$ cat src/rtl/gbuff_loader_pkg.sv
// ---------------------------------------------------------------------------
// gbuff_loader_pkg
//  Shared definitions for the global-buffer preload path: default word,
//  index and count widths, loader FSM state encoding, and a helper that
//  selects the first state entered after a descriptor is accepted.
//  No ports (package).
// ---------------------------------------------------------------------------
`ifndef WORD_SIZE
`define WORD_SIZE 32
`endif
`ifndef DATA_SIZE
`define DATA_SIZE 32
`endif

package gbuff_loader_pkg;

   localparam int DEF_WORD_W = `WORD_SIZE;
   localparam int DEF_ADDR_W = `DATA_SIZE;
   localparam int DEF_CNT_W  = 8;
   localparam int DIM_W      = 4;

   typedef logic [2:0] state_t;

   localparam state_t ST_IDLE   = 3'd0;
   localparam state_t ST_LOAD_A = 3'd1;
   localparam state_t ST_LOAD_B = 3'd2;
   // One cycle for the registered write of the final word to land in the
   // buffer before the TPU is started (also taken when no words are loaded).
   localparam state_t ST_FLUSH  = 3'd3;
   localparam state_t ST_START  = 3'd4;
   localparam state_t ST_RUN    = 3'd5;
   localparam state_t ST_FIN    = 3'd6;

   // First state after a descriptor handshake, skipping empty matrices.
   function automatic state_t first_load_state(input logic has_a, input logic has_b);
      if (has_a)
         return ST_LOAD_A;
      else if (has_b)
         return ST_LOAD_B;
      else
         return ST_FLUSH;
   endfunction

endpackage

$ cat src/rtl/gbuff_wr_port.sv
// ---------------------------------------------------------------------------
// gbuff_wr_port
//  Registered write stage for one global-buffer write port. A request in
//  cycle N produces wr_en/index/data_in in cycle N+1. The index is the
//  word counter zero-extended to the buffer index width.
//  Ports:
//   clk, rst      clock / asynchronous active-low reset
//   wr_req        write request (word accepted this cycle)
//   wr_idx        word counter value for this write
//   wr_data       word to write
//   wr_en         registered write enable to the buffer
//   index         registered buffer index
//   data_in       registered buffer write data
// ---------------------------------------------------------------------------
module gbuff_wr_port
   import gbuff_loader_pkg::*;
#(
   parameter int WORD_W = DEF_WORD_W,
   parameter int ADDR_W = DEF_ADDR_W,
   parameter int CNT_W  = DEF_CNT_W
) (
   input  logic              clk,
   input  logic              rst,
   input  logic              wr_req,
   input  logic [CNT_W-1:0]  wr_idx,
   input  logic [WORD_W-1:0] wr_data,
   output logic              wr_en,
   output logic [ADDR_W-1:0] index,
   output logic [WORD_W-1:0] data_in
);

   logic              wr_en_reg;
   logic [ADDR_W-1:0] index_reg;
   logic [WORD_W-1:0] data_reg;

   always_ff @(posedge clk or negedge rst) begin
      if (!rst) begin
         wr_en_reg <= 1'b0;
         index_reg <= '0;
         data_reg  <= '0;
      end else begin
         wr_en_reg <= wr_req;
         if (wr_req) begin
            index_reg <= ADDR_W'(wr_idx);
            data_reg  <= wr_data;
         end
      end
   end

   assign wr_en   = wr_en_reg;
   assign index   = index_reg;
   assign data_in = data_reg;

endmodule

$ cat src/rtl/gbuff_loader.sv
// ---------------------------------------------------------------------------
// gbuff_loader
//  Host-side preload stage ahead of the TPU. Accepts a job descriptor,
//  streams A then B words from the host into GBUFF_A / GBUFF_B, pulses
//  tpu_start, waits for tpu_done and reports completion with done.
//  Ports:
//   clk, rst                  clock / asynchronous active-low reset
//   cfg_valid/cfg_ready       descriptor handshake
//   cfg_m/k/n                 matrix dimensions (forwarded to the TPU)
//   cfg_num_a/cfg_num_b       A / B word counts (0 allowed)
//   in_valid/in_ready/in_data host word stream
//   wr_en_a/index_a/data_in_a GBUFF_A write port
//   wr_en_b/index_b/data_in_b GBUFF_B write port
//   tpu_start                 one-cycle start pulse
//   tpu_m/k/n                 dimensions latched at descriptor accept
//   tpu_done                  TPU completion (only honoured in RUN)
//   busy                      job in progress
//   done                      one-cycle job-complete pulse
// ---------------------------------------------------------------------------
module gbuff_loader
   import gbuff_loader_pkg::*;
#(
   parameter int WORD_W = DEF_WORD_W,
   parameter int ADDR_W = DEF_ADDR_W,
   parameter int CNT_W  = DEF_CNT_W
) (
   input  logic              clk,
   input  logic              rst,
   input  logic              cfg_valid,
   output logic              cfg_ready,
   input  logic [DIM_W-1:0]  cfg_m,
   input  logic [DIM_W-1:0]  cfg_k,
   input  logic [DIM_W-1:0]  cfg_n,
   input  logic [CNT_W-1:0]  cfg_num_a,
   input  logic [CNT_W-1:0]  cfg_num_b,
   input  logic              in_valid,
   output logic              in_ready,
   input  logic [WORD_W-1:0] in_data,
   output logic              wr_en_a,
   output logic [ADDR_W-1:0] index_a,
   output logic [WORD_W-1:0] data_in_a,
   output logic              wr_en_b,
   output logic [ADDR_W-1:0] index_b,
   output logic [WORD_W-1:0] data_in_b,
   output logic              tpu_start,
   output logic [DIM_W-1:0]  tpu_m,
   output logic [DIM_W-1:0]  tpu_k,
   output logic [DIM_W-1:0]  tpu_n,
   input  logic              tpu_done,
   output logic              busy,
   output logic              done
);

   state_t            state_reg, state_next;
   logic [CNT_W-1:0]  cnt_reg, cnt_next, cnt_inc, cur_num;
   logic [CNT_W-1:0]  num_a_reg, num_b_reg;
   logic [DIM_W-1:0]  m_reg, k_reg, n_reg;
   // Low for the first cycle after reset so every output reads 0 while in reset.
   logic              alive_reg;
   logic              cfg_fire, in_fire, last_word;

   assign cfg_fire  = cfg_valid & cfg_ready;
   assign in_fire   = in_valid & in_ready;
   assign cnt_inc   = cnt_reg + CNT_W'(1);
   assign cur_num   = (state_reg == ST_LOAD_A) ? num_a_reg : num_b_reg;
   assign last_word = in_fire && (cnt_inc == cur_num);

   // State register
   always_ff @(posedge clk or negedge rst) begin
      if (!rst) begin
         state_reg <= ST_IDLE;
         cnt_reg   <= '0;
         alive_reg <= 1'b0;
      end else begin
         state_reg <= state_next;
         cnt_reg   <= cnt_next;
         alive_reg <= 1'b1;
      end
   end

   // Descriptor registers, held until the next accepted descriptor
   always_ff @(posedge clk or negedge rst) begin
      if (!rst) begin
         num_a_reg <= '0;
         num_b_reg <= '0;
         m_reg     <= '0;
         k_reg     <= '0;
         n_reg     <= '0;
      end else if (cfg_fire) begin
         num_a_reg <= cfg_num_a;
         num_b_reg <= cfg_num_b;
         m_reg     <= cfg_m;
         k_reg     <= cfg_k;
         n_reg     <= cfg_n;
      end
   end

   // Next-state and word counter
   always_comb begin
      state_next = state_reg;
      cnt_next   = cnt_reg;
      case (state_reg)
         ST_IDLE: begin
            if (cfg_fire) begin
               state_next = first_load_state(cfg_num_a != '0, cfg_num_b != '0);
               cnt_next   = '0;
            end
         end
         ST_LOAD_A: begin
            if (in_fire)
               cnt_next = last_word ? '0 : cnt_inc;
            if (last_word)
               state_next = (num_b_reg != '0) ? ST_LOAD_B : ST_FLUSH;
         end
         ST_LOAD_B: begin
            if (in_fire)
               cnt_next = last_word ? '0 : cnt_inc;
            if (last_word)
               state_next = ST_FLUSH;
         end
         ST_FLUSH: state_next = ST_START;
         ST_START: state_next = ST_RUN;
         ST_RUN:   if (tpu_done) state_next = ST_FIN;
         ST_FIN:   state_next = ST_IDLE;
         default:  state_next = ST_IDLE;
      endcase
   end

   // Outputs decoded from the current state
   always_comb begin
      cfg_ready = 1'b0;
      in_ready  = 1'b0;
      tpu_start = 1'b0;
      busy      = 1'b0;
      done      = 1'b0;
      case (state_reg)
         ST_IDLE:   cfg_ready = alive_reg;
         ST_LOAD_A,
         ST_LOAD_B: begin
            in_ready = 1'b1;
            busy     = 1'b1;
         end
         ST_FLUSH,
         ST_RUN:    busy = 1'b1;
         ST_START: begin
            tpu_start = 1'b1;
            busy      = 1'b1;
         end
         ST_FIN:    done = 1'b1;
         default: ;
      endcase
   end

   assign tpu_m = m_reg;
   assign tpu_k = k_reg;
   assign tpu_n = n_reg;

   // Buffer write ports: index 0 drives GBUFF_A, index 1 drives GBUFF_B
   logic [1:0]             wr_req, port_en;
   logic [1:0][ADDR_W-1:0] port_idx;
   logic [1:0][WORD_W-1:0] port_data;

   assign wr_req = {in_fire && (state_reg == ST_LOAD_B),
                    in_fire && (state_reg == ST_LOAD_A)};

   genvar gi;
   generate
      for (gi = 0; gi < 2; gi++) begin : g_wr_port
         gbuff_wr_port #(
            .WORD_W (WORD_W),
            .ADDR_W (ADDR_W),
            .CNT_W  (CNT_W)
         ) u_wr_port (
            .clk     (clk),
            .rst     (rst),
            .wr_req  (wr_req[gi]),
            .wr_idx  (cnt_reg),
            .wr_data (in_data),
            .wr_en   (port_en[gi]),
            .index   (port_idx[gi]),
            .data_in (port_data[gi])
         );
      end
   endgenerate

   assign wr_en_a   = port_en[0];
   assign index_a   = port_idx[0];
   assign data_in_a = port_data[0];
   assign wr_en_b   = port_en[1];
   assign index_b   = port_idx[1];
   assign data_in_b = port_data[1];

endmodule
$ cat config.mk
export PLATFORM = sky130hd
export DESIGN_NAME = gbuff_loader
export DESIGN_NICKNAME = d
export VERILOG_FILES = /design/src/rtl/gbuff_loader_pkg.sv /design/src/rtl/gbuff_wr_port.sv /design/src/rtl/gbuff_loader.sv
export SDC_FILE = /design/constraint.sdc
export NUM_CORES = 1
export LEC_CHECK = 0
export CORE_MARGIN = 1
export CORE_UTILIZATION = 44
export CTS_CLUSTER_SIZE = 8
export DETAILED_ROUTE_END_ITERATION = 6
export PLACE_DENSITY = 0.8
export SYNTH_ARGS = -nofsm -noshare
export SYNTH_HDL_FRONTEND = slang
export SYNTH_SLANG_ARGS = --single-unit
export TNS_END_PERCENT = 20
$ cat constraint.sdc
create_clock -name clk -period 3.5 [get_ports clk]
set_input_delay 0.35 -clock clk [delete_from_list [all_inputs] [get_ports clk]]
set_output_delay 0.35 -clock clk [all_outputs]
set_load 0.01 [all_outputs]
==> results of run 1 <==
[synth_stat cells, types with 2 or more instances]
cell type	count	area (sq um)
nand2_1	16	60.1
nor3_1	6	30.0
o22ai_1	2	12.5
xor2_1	5	43.8
buf_1	5	18.8
nand2b_1	5	31.3
o311ai_1	2	17.5
inv_1	3	11.3
mux2i_1	8	80.1
buf_4	49	368
nor2b_1	2	12.5
nor4_1	3	18.8
nand3_1	7	35.0
conb_1	2	7.51
o21ai_1	3	15.0
or4_1	4	30.0
a21o_1	2	15.0
mux2_2	108	1220
and2_1	4	25.0
a21oi_1	7	35.0
o21ai_0	9	45.0
and4_1	2	17.5
clkbuf_1	13	48.8
xnor2_1	5	43.8
nor2_1	8	30.0
dfrtp_1	122	3050
[metal layers]
metal | vias up | share of wire
met2 | 195 | 0.50
met5 | - | 0
li1 | 1724 | -
met1 | 1873 | 0.37
met4 | 0 | 0.020
met3 | 24 | 0.10
[power breakdown]
part / leakage, uW / internal [uW] / total (uW) / switching [uW]
Combinational: 0.00151 / 1530 / 2590 / 1060
Clock: 0.000282 / 1070 / 1720 / 652
Sequential: 0.00154 / 1980 / 2390 / 414
[final cells by class]
class,count,area (sq um),share of cell area
clock buffer,18,439,0.0567
clock inverter,14,146,0.0189
inverter,3,11.3,0.00145
multi-input combinational,275,2200,0.284
sequential,122,3050,0.394
tap,168,210,0.0271
timing repair buffer,169,1690,0.218
[kinds of logic after synthesis]
group	count (synthesis)	share of synthesized area
multiplexers	116	0.234
XOR/XNOR	10	0.0158
AO/OA/AOI/OAI	33	0.0430
AND/OR/NAND/NOR	66	0.0678
flip-flops	122	0.552
buffers and inverters	72	0.0837
adder cells (fa/ha/maj)	1	0.00226
other	2	0.00136
[worst paths after layout]
| kind | depth (start not counted) | slack [ns] | from | end |
|---|---|---|---|---|
| min in group clk | 1 | 0.50 | g_wr_port[0].u_wr_port.index[4]$_DFFE_PN0P_ | g_wr_port[0].u_wr_port.index[4]$_DFFE_PN0P_ |
| worst max-delay path | 8 | 0.42 | state_reg[0]$_DFFE_PN0P_ | cnt_reg[7]$_DFFE_PN0P_ |
| worst max register to register | 8 | 0.42 | state_reg[0]$_DFFE_PN0P_ | cnt_reg[7]$_DFFE_PN0P_ |
| max in group asynchronous | 2 | 2.66 | rst | g_wr_port[0].u_wr_port.data_in[1]$_DFFE_PN0P_ |
| worst min-delay path | 1 | 0.06 | rst | tpu_n[1]$_DFFE_PN0P_ |
| worst min register to register | 1 | 0.50 | g_wr_port[0].u_wr_port.index[4]$_DFFE_PN0P_ | g_wr_port[0].u_wr_port.index[4]$_DFFE_PN0P_ |
[through the flow]
stage / total power (uW) / area (sq um) / setup WS, ns / utilization
6_report: 6710 / 7740 / 0.420 / 0.639
2_1_floorplan: 3690 / 5710 / 1.05 / -
4_1_cts: 6760 / 7740 / 0.440 / 0.639
3_5_place_dp: 4990 / 7160 / 0.453 / 0.591
3_3_place_gp: 4880 / 7160 / 0.536 / 0.591
5_1_grt: 7040 / 7740 / 0.201 / 0.639
[worst max-delay path, stage by stage, from the launching register on]
cell and delay (ns):
dfrtp_1 0.55, nor3b_4 0.65, mux2i_1 0.34, o311ai_1 0.10
or4_1 0.57, a211oi_4 0.28, o32ai_4 0.16, nand2b_1 0.17
o311ai_1 0.12
==> results.yml, run 1 <==
layout:
  post_route_cells_drive_above_1_share: 0.255
  largest_register_ffs: 64
  most_used_cells_in_the_layout_excluding_fill_and_tap_cells: "clkdlybuf4s50_1, dfrtp_1, mux2_2, conb_1, clkbuf_16"
  num-nets-final: 654
  finish.cell_count_without_fillers: 769
  most_frequent_standard_cell_in_the_layout_excluding_fill_and_tap_cells: "clkdlybuf4s50_1"
  num-fill-cells: 918
  area.growth.synth_to_final_pct: 39.9
  antenna_cells: 0
cts:
  clock_latency_ns: 0.42
  h-tree-depth: 4
  clock_tree.buffer_depth: 2
  post-cts-setup-buffer-count: 0
  cts_hold_buffers: 0
  root_buffer: "clkbuf_16"
  cts_buffers: 17
  cts_tree: "built"
  worst_setup_hold_path_clk_slew_ns: 0.06
  cts_num_sinks: 122
  cts_resized: 0
sta:
  rsz0062_at_grt: "no"
  period_minus_slack_ns: 3.08
  hold_violations: 0
  timing.final.crit_share: 0.880
  tns_ns: 0
  worst_max_slew_pin_slew_ns: 0.942
  final.setup_skew_ns: 0.00652
  slew-limit-headroom: 0.372
  timing.final.setup_violations: 0
  hold-worst-slack_ns: 0.0604
  clock.fmax_ghz: 0.325
  slew_violations: 0
die:
  floorplan.die.width_microns: 114
  floorplan.io_pins: 212
  initial_utilization: 0.457
  placement_rows: 40
  placeableCoreArea_sq_um: 12100
  die-height_microns: 114
  die_footprint_sq_um: 13000
global_route:
  first_pass_grt_wire_length_microns: 20800
  grtUsageMet1: 0.232
  grt_max_degree: 76
  gr-total-overflow: 0
  grt_met3_use: 0.0963
  busiest_layer: "met2"
  global_route.usage.met2: 0.353
  groute.usage.overall: 0.213
  grt_antenna_before_repair: 0
  grt_pass1_vias: 4074
yosys:
  synth_cells: 422
  syn_avg_cell_area_sq_um: 13.1
  ys_warn_count: 0
  synth_flop_cell: "dfrtp_1"
  synth.ff_latch_count: 122
  ys_types: 46
  synth.cell_area_sq_um: 5530
  yosysSeqAreaShare: 0.552
  edff_count_synth: 0
  synth-async-reset-ratio: 1.00
power:
  cellLeakagePower_uw: 0.00333
  peakVddDrop_uv: 594
  power.density_nw_per_um2: 866
routing:
  first_pass_iters: 4
  avgRoutedWirePerCell_microns: 17.0
  drc: 0
  total_number_of_vias: 3816
  via_per_inst: 4.96
  ant_nets: 0
  drt_iter0_drc: 162
  postRouteWirelength_microns: 13100
place:
  placed_cells: 737
  finalWeightedCongestion: 0.865
  dpl.hpwl_microns: 9280
  io_buffers: 163
worst_setup_path:
  worst-endpoint-required_ns: 3.78
  critical_path.endpoint_type: "register"
  path_max_fanout: 14
  crit_arrival_ns: 3.36
  start_kind: "register"
  crit_type: "reg -> reg"
flow_run:
  max_cap_violations: 0
min_path:
  holdCritPathClass: "in -> async"
status:
  run_status: "finished, final reports clean"
(Power assumes the default switching activity.)
==> run 2, diff against run 1 <==
Settings changed: PLACE_DENSITY 0.8 to 0.85.
Clock period 3.5 ns to 3.41 ns, I/O delays scaled along.
==> results.yml, run 2 (synthesis results as in run 1) <==
routing:
  drt_iter0_drc: 174
  first_pass_iters: 4
  total_number_of_vias: 3854
  drc: 0
  via_per_inst: 5.00
  ant_nets: 0
  avgRoutedWirePerCell_microns: 16.2
  postRouteWirelength_microns: 12500
cts:
  worst_setup_hold_path_clk_slew_ns: 0.05
  cts_tree: "built"
  clock_latency_ns: 0.41
  h-tree-depth: 4
  clock_tree.buffer_depth: 2
  cts_buffers: 17
  cts_num_sinks: 122
  root_buffer: "clkbuf_16"
  post-cts-setup-buffer-count: 0
  cts_hold_buffers: 1
  cts_resized: 0
sta:
  clock.fmax_ghz: 0.339
  timing.final.crit_share: 0.866
  tns_ns: 0
  rsz0062_at_grt: "no"
  worst_max_slew_pin_slew_ns: 0.675
  period_minus_slack_ns: 2.95
  final.setup_skew_ns: 0.00572
  hold_violations: 0
  slew_violations: 0
  slew-limit-headroom: 0.550
  timing.final.setup_violations: 0
power:
  power.density_nw_per_um2: 887
  post-layout-total-power_uw: 6900
  cellLeakagePower_uw: 0.00335
  peakVddDrop_uv: 467
worst_setup_path:
  path_max_fanout: 14
  cp_common_cell: "o311ai_1"
  crit_path_cell_trace: "nor3b_4 > buf_4 > mux2i_1 > o311ai_1 > or4_1 > a211oi_4 > o32ai_4 > nand2b_1 > o311ai_1"
  critPathBufInv: 1
  crit_type: "reg -> reg"
  crit_path_max_incr_delay_ns: 0.57
  start_kind: "register"
  critical_path.top_delay_family: "simple AND/OR/NAND/NOR gates"
  critical-path-slowest-cell: "or4_1"
  crit_arrival_ns: 3.23
  worst-endpoint-required_ns: 3.69
  critical_path.endpoint_type: "register"
layout:
  final_util: 0.643
  area_of_all_sequential_standard_cells_sq_um: 3050
  most_frequent_standard_cell_in_the_layout_excluding_fill_and_tap_cells: "clkdlybuf4s50_1"
  most_used_cells_in_the_layout_excluding_fill_and_tap_cells: "clkdlybuf4s50_1, dfrtp_1, mux2_2, conb_1, clkbuf_16"
  num-fill-cells: 938
  antenna_cells: 0
  multiInputGateArea_sq_um: 2200
  num-nets-final: 656
  largest_register_ffs: 64
  post_route_cells_drive_above_1_share: 0.254
  area.growth.synth_to_final_pct: 40.7
die:
  floorplan.io_pins: 212
  die_footprint_sq_um: 13000
  placement_rows: 40
  floorplan.die.width_microns: 114
  die-height_microns: 114
  placeableCoreArea_sq_um: 12100
  initial_utilization: 0.457
global_route:
  grt_max_degree: 71
  grt_antenna_before_repair: 0
  gr-total-overflow: 0
  groute.usage.overall: 0.204
  grt_pass1_vias: 4038
  first_pass_grt_wire_length_microns: 20000
flow_run:
  max_cap_violations: 0
place:
  dpl.hpwl_microns: 8850
  finalWeightedCongestion: 0.863
  io_buffers: 163
min_path:
  holdCritPathClass: "reg -> reg"
status:
  run_status: "finished, final reports clean"
[run 2: cell count changes in the layout (fill, tap and decap cells not counted), sizes merged]
cell         before  now
buf               7    8
clkinv            7    4
dlygate4sd3       0    1
clkbuf           18   23
inv               5    4
clkinvlp          3    2
[run 2: path summary, 6_finish.rpt]
path / start / end / slack, ns / depth (start not counted)
max reg2reg: state_reg[2]$_DFFE_PN0P_ / cnt_reg[7]$_DFFE_PN0P_ / 0.46 / 9
min: g_wr_port[1].u_wr_port.data_in[19]$_DFFE_PN0P_ / g_wr_port[1].u_wr_port.data_in[19]$_DFFE_PN0P_ / 0.50 / 1
min in group asynchronous: rst / tpu_k[2]$_DFFE_PN0P_ / 0.51 / 2
max in group asynchronous: rst / g_wr_port[1].u_wr_port.wr_en$_DFF_PN0_ / 2.09 / 3
min reg2reg: g_wr_port[1].u_wr_port.data_in[19]$_DFFE_PN0P_ / g_wr_port[1].u_wr_port.data_in[19]$_DFFE_PN0P_ / 0.50 / 1
max: state_reg[2]$_DFFE_PN0P_ / cnt_reg[7]$_DFFE_PN0P_ / 0.46 / 9
[run 2: through the flow]
step	cell area [sq um]	std cells	hold WS, ns	setup slack (ns)
floorplan	5710	469	0.0454	0.963
global placement	7160	738	0.403	0.676
detailed placement	7160	738	0.417	0.507
CTS	7780	771	0.507	0.478
global route	7780	771	0.516	0.301
finish	7780	771	0.503	0.459
[run 2: power breakdown]
group	switching, uW	internal (uW)
clock	631	1170
sequential	425	2030
combinational	1070	1580
[run 2: routing by layer]
layer	global-route usage	wire, microns
met5	0	0
met4	0.101	379
met3	0.0821	994
met2	0.349	6480
met1	0.220	4630
[run 2: cell type report]
type,count,share of cell area
inverters,3,0.00145
flip-flops and latches,122,0.392
multi-input cells,275,0.282
repair buffers,171,0.219
clock inverters,9,0.0143
clock buffers,23,0.0640
well taps,168,0.0270
